--- config.mk ---
export PLATFORM = sky130hd
export DESIGN_NAME = mem_access_flat
export DESIGN_NICKNAME = d
export VERILOG_FILES = /design/src/rtl/mem_access_pkg.sv /design/src/rtl/mem_access_if.sv /design/src/rtl/mem_access_prio_enc8.sv /design/src/rtl/mem_access.sv /design/src/flat_wrapper.sv
export SDC_FILE = /design/constraint.sdc
export NUM_CORES = 1
export LEC_CHECK = 0
export BUFFER_PORTS_ARGS = -buffer_cell sky130_fd_sc_hd__buf_2
export CELL_PAD_IN_SITES_DETAIL_PLACEMENT = 2
export CELL_PAD_IN_SITES_GLOBAL_PLACEMENT = 2
export CORE_AREA = 2 2 108 131
export DETAILED_ROUTE_END_ITERATION = 6
export DIE_AREA = 0 0 110 133
export PLACE_DENSITY_LB_ADDON = 0.1
export SLEW_MARGIN = 20
export SYNTH_ARGS = -nofsm -noshare
export SYNTH_HDL_FRONTEND = slang
export SYNTH_SLANG_ARGS = --single-unit
--- constraint.sdc ---
create_clock -name clk -period 3.1 [get_ports clk]
set_input_delay 0.465 -clock clk [delete_from_list [all_inputs] [get_ports clk]]
set_output_delay 0.465 -clock clk [all_outputs]
set_load 0.02 [all_outputs]
--- src/rtl/mem_access_pkg.sv ---
// ============================================================================
// lca_pkg : shared encodings and widths for the LCA memory-access stage
// Revision: 1.0
// ============================================================================
`default_nettype none

package lca_pkg;

  localparam int WORD_W = 16;
  localparam int REG_AW = 3;

  typedef enum logic [2:0] {
    MEM_NONE = 3'd0,
    MEM_LW   = 3'd1,
    MEM_SW   = 3'd2,
    MEM_LM   = 3'd3,
    MEM_SM   = 3'd4
  } mem_op_e;

  typedef enum logic [0:0] {
    MA_IDLE  = 1'b0,
    MA_MULTI = 1'b1
  } ma_state_e;

endpackage

`default_nettype wire

--- src/rtl/mem_access_if.sv ---
// ============================================================================
// mem_access_if : pipeline, register-file and data-memory signals of mem_access
// Revision: 1.0
// ============================================================================
`default_nettype none

interface mem_access_if;
  import lca_pkg::*;

  logic              validIn;
  logic [2:0]        memOp;
  logic [WORD_W-1:0] ALUIn;
  logic [WORD_W-1:0] storeData;
  logic [7:0]        regList;
  logic [REG_AW-1:0] destIn;
  logic              regWrIn;
  logic [REG_AW-1:0] smRegAddr;
  logic [WORD_W-1:0] smRegData;
  logic [WORD_W-1:0] memAddr;
  logic [WORD_W-1:0] memWrData;
  logic              memWrEn;
  logic [WORD_W-1:0] memRdData;
  logic              stall;
  logic [WORD_W-1:0] MemData;
  logic [WORD_W-1:0] ALUOut;
  logic [REG_AW-1:0] destOut;
  logic              regWrOut;
  logic              validOut;

  modport slave (
    input  validIn, memOp, ALUIn, storeData, regList, destIn, regWrIn,
           smRegData, memRdData,
    output smRegAddr, memAddr, memWrData, memWrEn, stall,
           MemData, ALUOut, destOut, regWrOut, validOut
  );

  modport master (
    output validIn, memOp, ALUIn, storeData, regList, destIn, regWrIn,
           smRegData, memRdData,
    input  smRegAddr, memAddr, memWrData, memWrEn, stall,
           MemData, ALUOut, destOut, regWrOut, validOut
  );

endinterface

`default_nettype wire

--- src/rtl/mem_access_prio_enc8.sv ---
// ============================================================================
// prio_enc8 : lowest-set-bit encoder with empty and single-bit flags
// Revision: 1.0
// ============================================================================
`default_nettype none

module prio_enc8 (
  input  logic [7:0] mask_i,
  output logic [2:0] idx_o,
  output logic       none_o,
  output logic       single_o
);

  // Scan high to low so the lowest set bit wins.
  always_comb begin
    idx_o = 3'd0;
    for (int i = 7; i >= 0; i--) begin
      if (mask_i[i]) idx_o = 3'(i);
    end
  end

  assign none_o   = (mask_i == 8'd0);
  assign single_o = !none_o && ((mask_i & (mask_i - 8'd1)) == 8'd0);

endmodule

`default_nettype wire

--- src/rtl/mem_access.sv ---
// ============================================================================
// mem_access : LCA memory stage - LW/SW plus register-per-cycle LM/SM sequencing
// Revision: 1.0
// ============================================================================
`default_nettype none

module mem_access
  import lca_pkg::*;
(
  input  logic         clk,
  input  logic         reset,
  mem_access_if.slave  bus
);

  ma_state_e         state_q, state_d;
  logic [WORD_W-1:0] base_q, base_d;
  logic [7:0]        mask_q, mask_d;
  logic [2:0]        k_q, k_d;
  logic              isSm_q, isSm_d;
  logic [WORD_W-1:0] memData_q, memData_d;
  logic [WORD_W-1:0] aluOut_q, aluOut_d;
  logic [REG_AW-1:0] dest_q, dest_d;
  logic              regWr_q, regWr_d;
  logic              valid_q, valid_d;

  logic [7:0]        sel_mask;
  logic [7:0]        low_bit;
  logic [2:0]        pe_idx;
  logic              pe_none;
  logic              pe_single;
  logic              wr_en_raw;
  logic              stall_raw;

  assign sel_mask = (state_q == MA_IDLE) ? bus.regList : mask_q;
  assign low_bit  = 8'd1 << pe_idx;

  prio_enc8 u_prio (
    .mask_i   (sel_mask),
    .idx_o    (pe_idx),
    .none_o   (pe_none),
    .single_o (pe_single)
  );

  always_comb begin
    state_d       = state_q;
    base_d        = base_q;
    mask_d        = mask_q;
    k_d           = k_q;
    isSm_d        = isSm_q;
    memData_d     = memData_q;
    aluOut_d      = aluOut_q;
    dest_d        = dest_q;
    regWr_d       = 1'b0;
    valid_d       = 1'b0;
    bus.memAddr   = bus.ALUIn;
    bus.memWrData = bus.storeData;
    bus.smRegAddr = pe_idx;
    wr_en_raw     = 1'b0;
    stall_raw     = 1'b0;

    if (state_q == MA_IDLE) begin
      aluOut_d = bus.ALUIn;
      if (bus.validIn) begin
        valid_d = 1'b1;
        dest_d  = bus.destIn;
        regWr_d = bus.regWrIn;
        case (bus.memOp)
          MEM_LW: memData_d = bus.memRdData;
          MEM_SW: begin
            wr_en_raw = 1'b1;
            regWr_d   = 1'b0;
          end
          MEM_LM, MEM_SM: begin
            regWr_d = 1'b0;
            if (!pe_none) begin
              dest_d = pe_idx;
              if (bus.memOp == MEM_LM) begin
                memData_d = bus.memRdData;
                regWr_d   = 1'b1;
              end else begin
                bus.memWrData = bus.smRegData;
                wr_en_raw     = 1'b1;
              end
              // Offset 0 is consumed now, so the residual walk starts at k=1.
              if (!pe_single) begin
                stall_raw = 1'b1;
                state_d   = MA_MULTI;
                base_d    = bus.ALUIn;
                mask_d    = bus.regList & ~low_bit;
                k_d       = 3'd1;
                isSm_d    = (bus.memOp == MEM_SM);
              end
            end
          end
          default: ;
        endcase
      end
    end else begin
      bus.memAddr = base_q + {{(WORD_W-3){1'b0}}, k_q};
      valid_d     = 1'b1;
      dest_d      = pe_idx;
      if (isSm_q) begin
        bus.memWrData = bus.smRegData;
        wr_en_raw     = 1'b1;
      end else begin
        memData_d = bus.memRdData;
        regWr_d   = 1'b1;
      end
      mask_d = mask_q & ~low_bit;
      k_d    = k_q + 3'd1;
      if (pe_single) begin
        state_d = MA_IDLE;
        mask_d  = 8'd0;
        k_d     = 3'd0;
      end else begin
        stall_raw = 1'b1;
      end
    end
  end

  always_ff @(posedge clk or negedge reset) begin
    if (!reset) begin
      state_q   <= MA_IDLE;
      base_q    <= '0;
      mask_q    <= '0;
      k_q       <= '0;
      isSm_q    <= 1'b0;
      memData_q <= '0;
      aluOut_q  <= '0;
      dest_q    <= '0;
      regWr_q   <= 1'b0;
      valid_q   <= 1'b0;
    end else begin
      state_q   <= state_d;
      base_q    <= base_d;
      mask_q    <= mask_d;
      k_q       <= k_d;
      isSm_q    <= isSm_d;
      memData_q <= memData_d;
      aluOut_q  <= aluOut_d;
      dest_q    <= dest_d;
      regWr_q   <= regWr_d;
      valid_q   <= valid_d;
    end
  end

  // Reset gating keeps an aborted SM from writing during the reset window.
  assign bus.memWrEn  = wr_en_raw & reset;
  assign bus.stall    = stall_raw & reset;
  assign bus.MemData  = memData_q;
  assign bus.ALUOut   = aluOut_q;
  assign bus.destOut  = dest_q;
  assign bus.regWrOut = regWr_q;
  assign bus.validOut = valid_q;

endmodule

`default_nettype wire

--- src/flat_wrapper.sv ---
// flat-port wrapper written by rule: the top's interface ports become plain ports
module mem_access_flat import lca_pkg::*;
  (clk, reset, bus_validIn, bus_memOp, bus_ALUIn, bus_storeData, bus_regList, bus_destIn, bus_regWrIn, bus_smRegData, bus_memRdData, bus_smRegAddr, bus_memAddr, bus_memWrData, bus_memWrEn, bus_stall, bus_MemData, bus_ALUOut, bus_destOut, bus_regWrOut, bus_validOut);
  mem_access_if bus_i ();
  input  logic clk;
  input  logic reset;
  input wire logic [$bits(bus_i.validIn)-1:0] bus_validIn;
  input wire logic [$bits(bus_i.memOp)-1:0] bus_memOp;
  input wire logic [$bits(bus_i.ALUIn)-1:0] bus_ALUIn;
  input wire logic [$bits(bus_i.storeData)-1:0] bus_storeData;
  input wire logic [$bits(bus_i.regList)-1:0] bus_regList;
  input wire logic [$bits(bus_i.destIn)-1:0] bus_destIn;
  input wire logic [$bits(bus_i.regWrIn)-1:0] bus_regWrIn;
  input wire logic [$bits(bus_i.smRegData)-1:0] bus_smRegData;
  input wire logic [$bits(bus_i.memRdData)-1:0] bus_memRdData;
  output wire logic [$bits(bus_i.smRegAddr)-1:0] bus_smRegAddr;
  output wire logic [$bits(bus_i.memAddr)-1:0] bus_memAddr;
  output wire logic [$bits(bus_i.memWrData)-1:0] bus_memWrData;
  output wire logic [$bits(bus_i.memWrEn)-1:0] bus_memWrEn;
  output wire logic [$bits(bus_i.stall)-1:0] bus_stall;
  output wire logic [$bits(bus_i.MemData)-1:0] bus_MemData;
  output wire logic [$bits(bus_i.ALUOut)-1:0] bus_ALUOut;
  output wire logic [$bits(bus_i.destOut)-1:0] bus_destOut;
  output wire logic [$bits(bus_i.regWrOut)-1:0] bus_regWrOut;
  output wire logic [$bits(bus_i.validOut)-1:0] bus_validOut;
  assign bus_i.validIn = bus_validIn;
  assign bus_i.memOp = bus_memOp;
  assign bus_i.ALUIn = bus_ALUIn;
  assign bus_i.storeData = bus_storeData;
  assign bus_i.regList = bus_regList;
  assign bus_i.destIn = bus_destIn;
  assign bus_i.regWrIn = bus_regWrIn;
  assign bus_i.smRegData = bus_smRegData;
  assign bus_i.memRdData = bus_memRdData;
  assign bus_smRegAddr = bus_i.smRegAddr;
  assign bus_memAddr = bus_i.memAddr;
  assign bus_memWrData = bus_i.memWrData;
  assign bus_memWrEn = bus_i.memWrEn;
  assign bus_stall = bus_i.stall;
  assign bus_MemData = bus_i.MemData;
  assign bus_ALUOut = bus_i.ALUOut;
  assign bus_destOut = bus_i.destOut;
  assign bus_regWrOut = bus_i.regWrOut;
  assign bus_validOut = bus_i.validOut;
  mem_access u_core (.clk(clk), .reset(reset), .bus(bus_i));
endmodule
==> metrics.cfg <==
[status]
outcome = finished, final reports clean

[logic_synthesis]
synthCells = 366
ys_ff_latch = 66
async_flop_share_pct = 100
yosys.area.top_type = dfrtp_1
syn_avg_cell_area_um2 = 10.8
ys_top_cells_by_count = 66 x dfrtp_1, 40 x mux2_2, 33 x nor2_1
synth-edff-count = 0
synth_top_area_share_pct = 41.7
synth_cell_types = 58
yosysMostFrequentCell = dfrtp_1
yosys_warnings = 0
synth_ff_type = dfrtp_1
synth_fp_nets = 453
ys_seq_area_share_pct = 41.7
synth_area_leaders = dfrtp_1 42%, mux2_2 11%, mux2_4 7.6%, nor2_1 3.1%, a21oi_1 3.0%
netlist_area_mm2 = 0.00396

[sta]
skew_ns = 0.00564
slew_viol_final = 0
relSlewSlack_pct = 55.8
finalCritPeriodShare_pct = 96.8
setup_viol = 0
tns_ns = 0
finalHoldViolCount = 0
whs_ns = 0.0217
fin_crit_ns = 3.00
worst_pin_slew_ns = 0.661
max_freq_mhz = 333

[detailed_routing]
drc = 0
wl_met1_um = 5000
viasPerCell = 4.98
drt-wirelength-per-cell_um = 18.2
drtPass1Iterations = 4
vias = 3533
wl_met3_um = 486
final_antenna_net_count = 0
met2_wirelength_um = 7290
finalWirelength_um = 12900
drtIter0Drc = 53
highest_layer = met4

[cts]
cts.sinks = 66
clkLatencyLatePin_ns = 0.33
ctsRootBufferMaster = clkbuf_16
path_clk_slew_ns = 0.06
htreeDepth = 3
cts_made_buffers = 9
cts_tree = done
clockBufferDepth = 2
holdBufCountCts = 0

[power]
irDropWorstVdd_mv = 0.416
p_sw_mw = 2.54
pwr-share-comb_pct = 53.3
p_leak_nw = 2.51
p_sw_share_pct = 42.6
power_frac_seq_pct = 26.5
p_per_area_mw_per_mm2 = 1100
power_mw = 5.97
clkPwrFrac_pct = 20.2
p_int_mw = 3.42

[grt]
grt_max_degree = 42
grt_pass1_wl_um = 20500
grt_pass1_vias = 3931
grt_usage_pct = 18.1
grt-ovfl-total = 0
antenna_found_initial = 0

[floorplanning]
core_mm2 = 0.0135
initial_utilization_pct = 29.4
ios = 156
die_h_um = 133
die_area_mm2 = 0.0146
rows = 47
die_x_um = 110

[worst_setup_path]
cp.required_ns = 2.63
crit_path_end_kind = primary output
r2r-start = u_core.mask_q[0]$_DFFE_PN0P_
arrival_ns = 2.54
crit_fanout = 16
cp-start-kind = register
r2r_setup_slack_ns = 0.57
reg2reg_to = u_core.base_q[14]$_DFFE_PN0P_
criticalPathCategory = reg -> out
r2r_cells = 7

[finish]
area_growth_pct = 37.3
final_util_pct = 40.4
nNetsFinal = 620
instances_no_fill = 709
drive_above_1_share_pct = 51.9
diodes = 0

[hold_path]
hp-class = in -> async

[placed_design]
place_inst = 688
gp_congestion = 0.829
io_buffers = 155
place_hpwl_um = 9720

[job]
cap_violations = 0

-- cell type report --
class	instances	area, um2
flip-flops and latches	66	1650
repair buffers	173	921
clock buffers	10	239
fillers	1465	8030
multi-input cells	273	2260
clock inverters	6	114
well taps	171	214
inverters	10	37.5
-- routing by layer --
layer / up-vias / track usage (%)
met1: 1808 / 20.4
met3: 11 / 4.09
li1: 1647 / -
met4: 0 / 5.06
met2: 67 / 33.2
met5: - / 0
-- critical path, cell delays in order (launching register included) --
cell and delay (ns):
dfrtp_2 0.48, nor3b_2 0.21, o22ai_4 0.30, nor2_4 0.11
o41ai_4 0.34, buf_6 0.25, mux2_2 0.36, buf_2 0.16
-- registers in the layout (all words and copies together), names as in the netlist --
name                 count
u_core.base_q           16
u_core.bus.MemData      16
u_core.isSm_q            1
u_core.bus.validOut      1
u_core.state_q           1
u_core.bus.destOut       3
u_core.bus.ALUOut       16
u_core.bus.regWrOut      1
u_core.k_q               3
u_core.mask_q            8
-- cells by family after synthesis --
| logic type | after synthesis | synth area share (%) |
|---|---|---|
| adder cells (fa/ha/maj) | 5 | 1.77 |
| AND/OR/NAND/NOR | 119 | 16.4 |
| AO/OA/AOI/OAI | 68 | 12.8 |
| multiplexers | 67 | 20.7 |
| buffers and inverters | 27 | 3.41 |
| flip-flops | 66 | 41.7 |
| XOR/XNOR | 14 | 3.10 |
-- layout by cell type, fill, tap and decap left out, types with 6 or more instances in the layout --
cell type	instances
a21oi_1	22
buf_2	154
buf_4	17
clkbuf_16	9
dfrtp_1	65
inv_1	10
mux2_2	40
mux2_4	20
mux2i_1	6
nand2_1	26
nand2b_1	6
nand3_1	6
nor2_1	32
nor3_1	8
o21ai_0	13
xor2_1	9
-- worst max-delay path by stage --
stage	start	to	slack (ns)	depth (start not counted)
after floorplan	u_core.state_q$_DFF_PN0_	bus_stall	0.56	7
after global placement	u_core.k_q[0]$_DFFE_PN0P_	bus_memAddr[12]	0.30	10
after detailed placement	u_core.k_q[0]$_DFFE_PN0P_	bus_memAddr[14]	0.25	10
after CTS	u_core.k_q[0]$_DFFE_PN0P_	bus_memAddr[14]	0.02	10
after global routing	u_core.state_q$_DFF_PN0_	bus_stall	-0.002	8
final	u_core.state_q$_DFF_PN0_	bus_memWrData[4]	0.1	7
-- power groups by stage --
stage	Sequential, mW	Clock (mW)	Combinational [mW]
final	1.58	1.21	3.18
after global routing	1.64	1.29	3.45
after global placement	1.59	0	2.98
after floorplan	1.82	0	1.87
after detailed placement	1.61	0	3.05
after CTS	1.58	1.24	3.14
-- stage by stage --
stage / cell area, um2 / setup slack, ns
floorplan: 3960 / 0.560
global placement: 4960 / 0.304
detailed placement: 4960 / 0.250
CTS: 5350 / 0.0172
global route: 5430 / -0.00156
finish: 5430 / 0.0978
-- what timing repair did --
| item | CTS | global route |
|---|---|---|
| pin swaps | 1 | 4 |
| resized for setup | 2 | 16 |
| gates cloned | 0 | 0 |
| endpoints found under the hold margin | 0 | 0 |
| setup endpoints to repair | 19 | 4 |
| setup buffers | 4 | 1 |
Note: power is estimated with default switching activity, not from simulation.
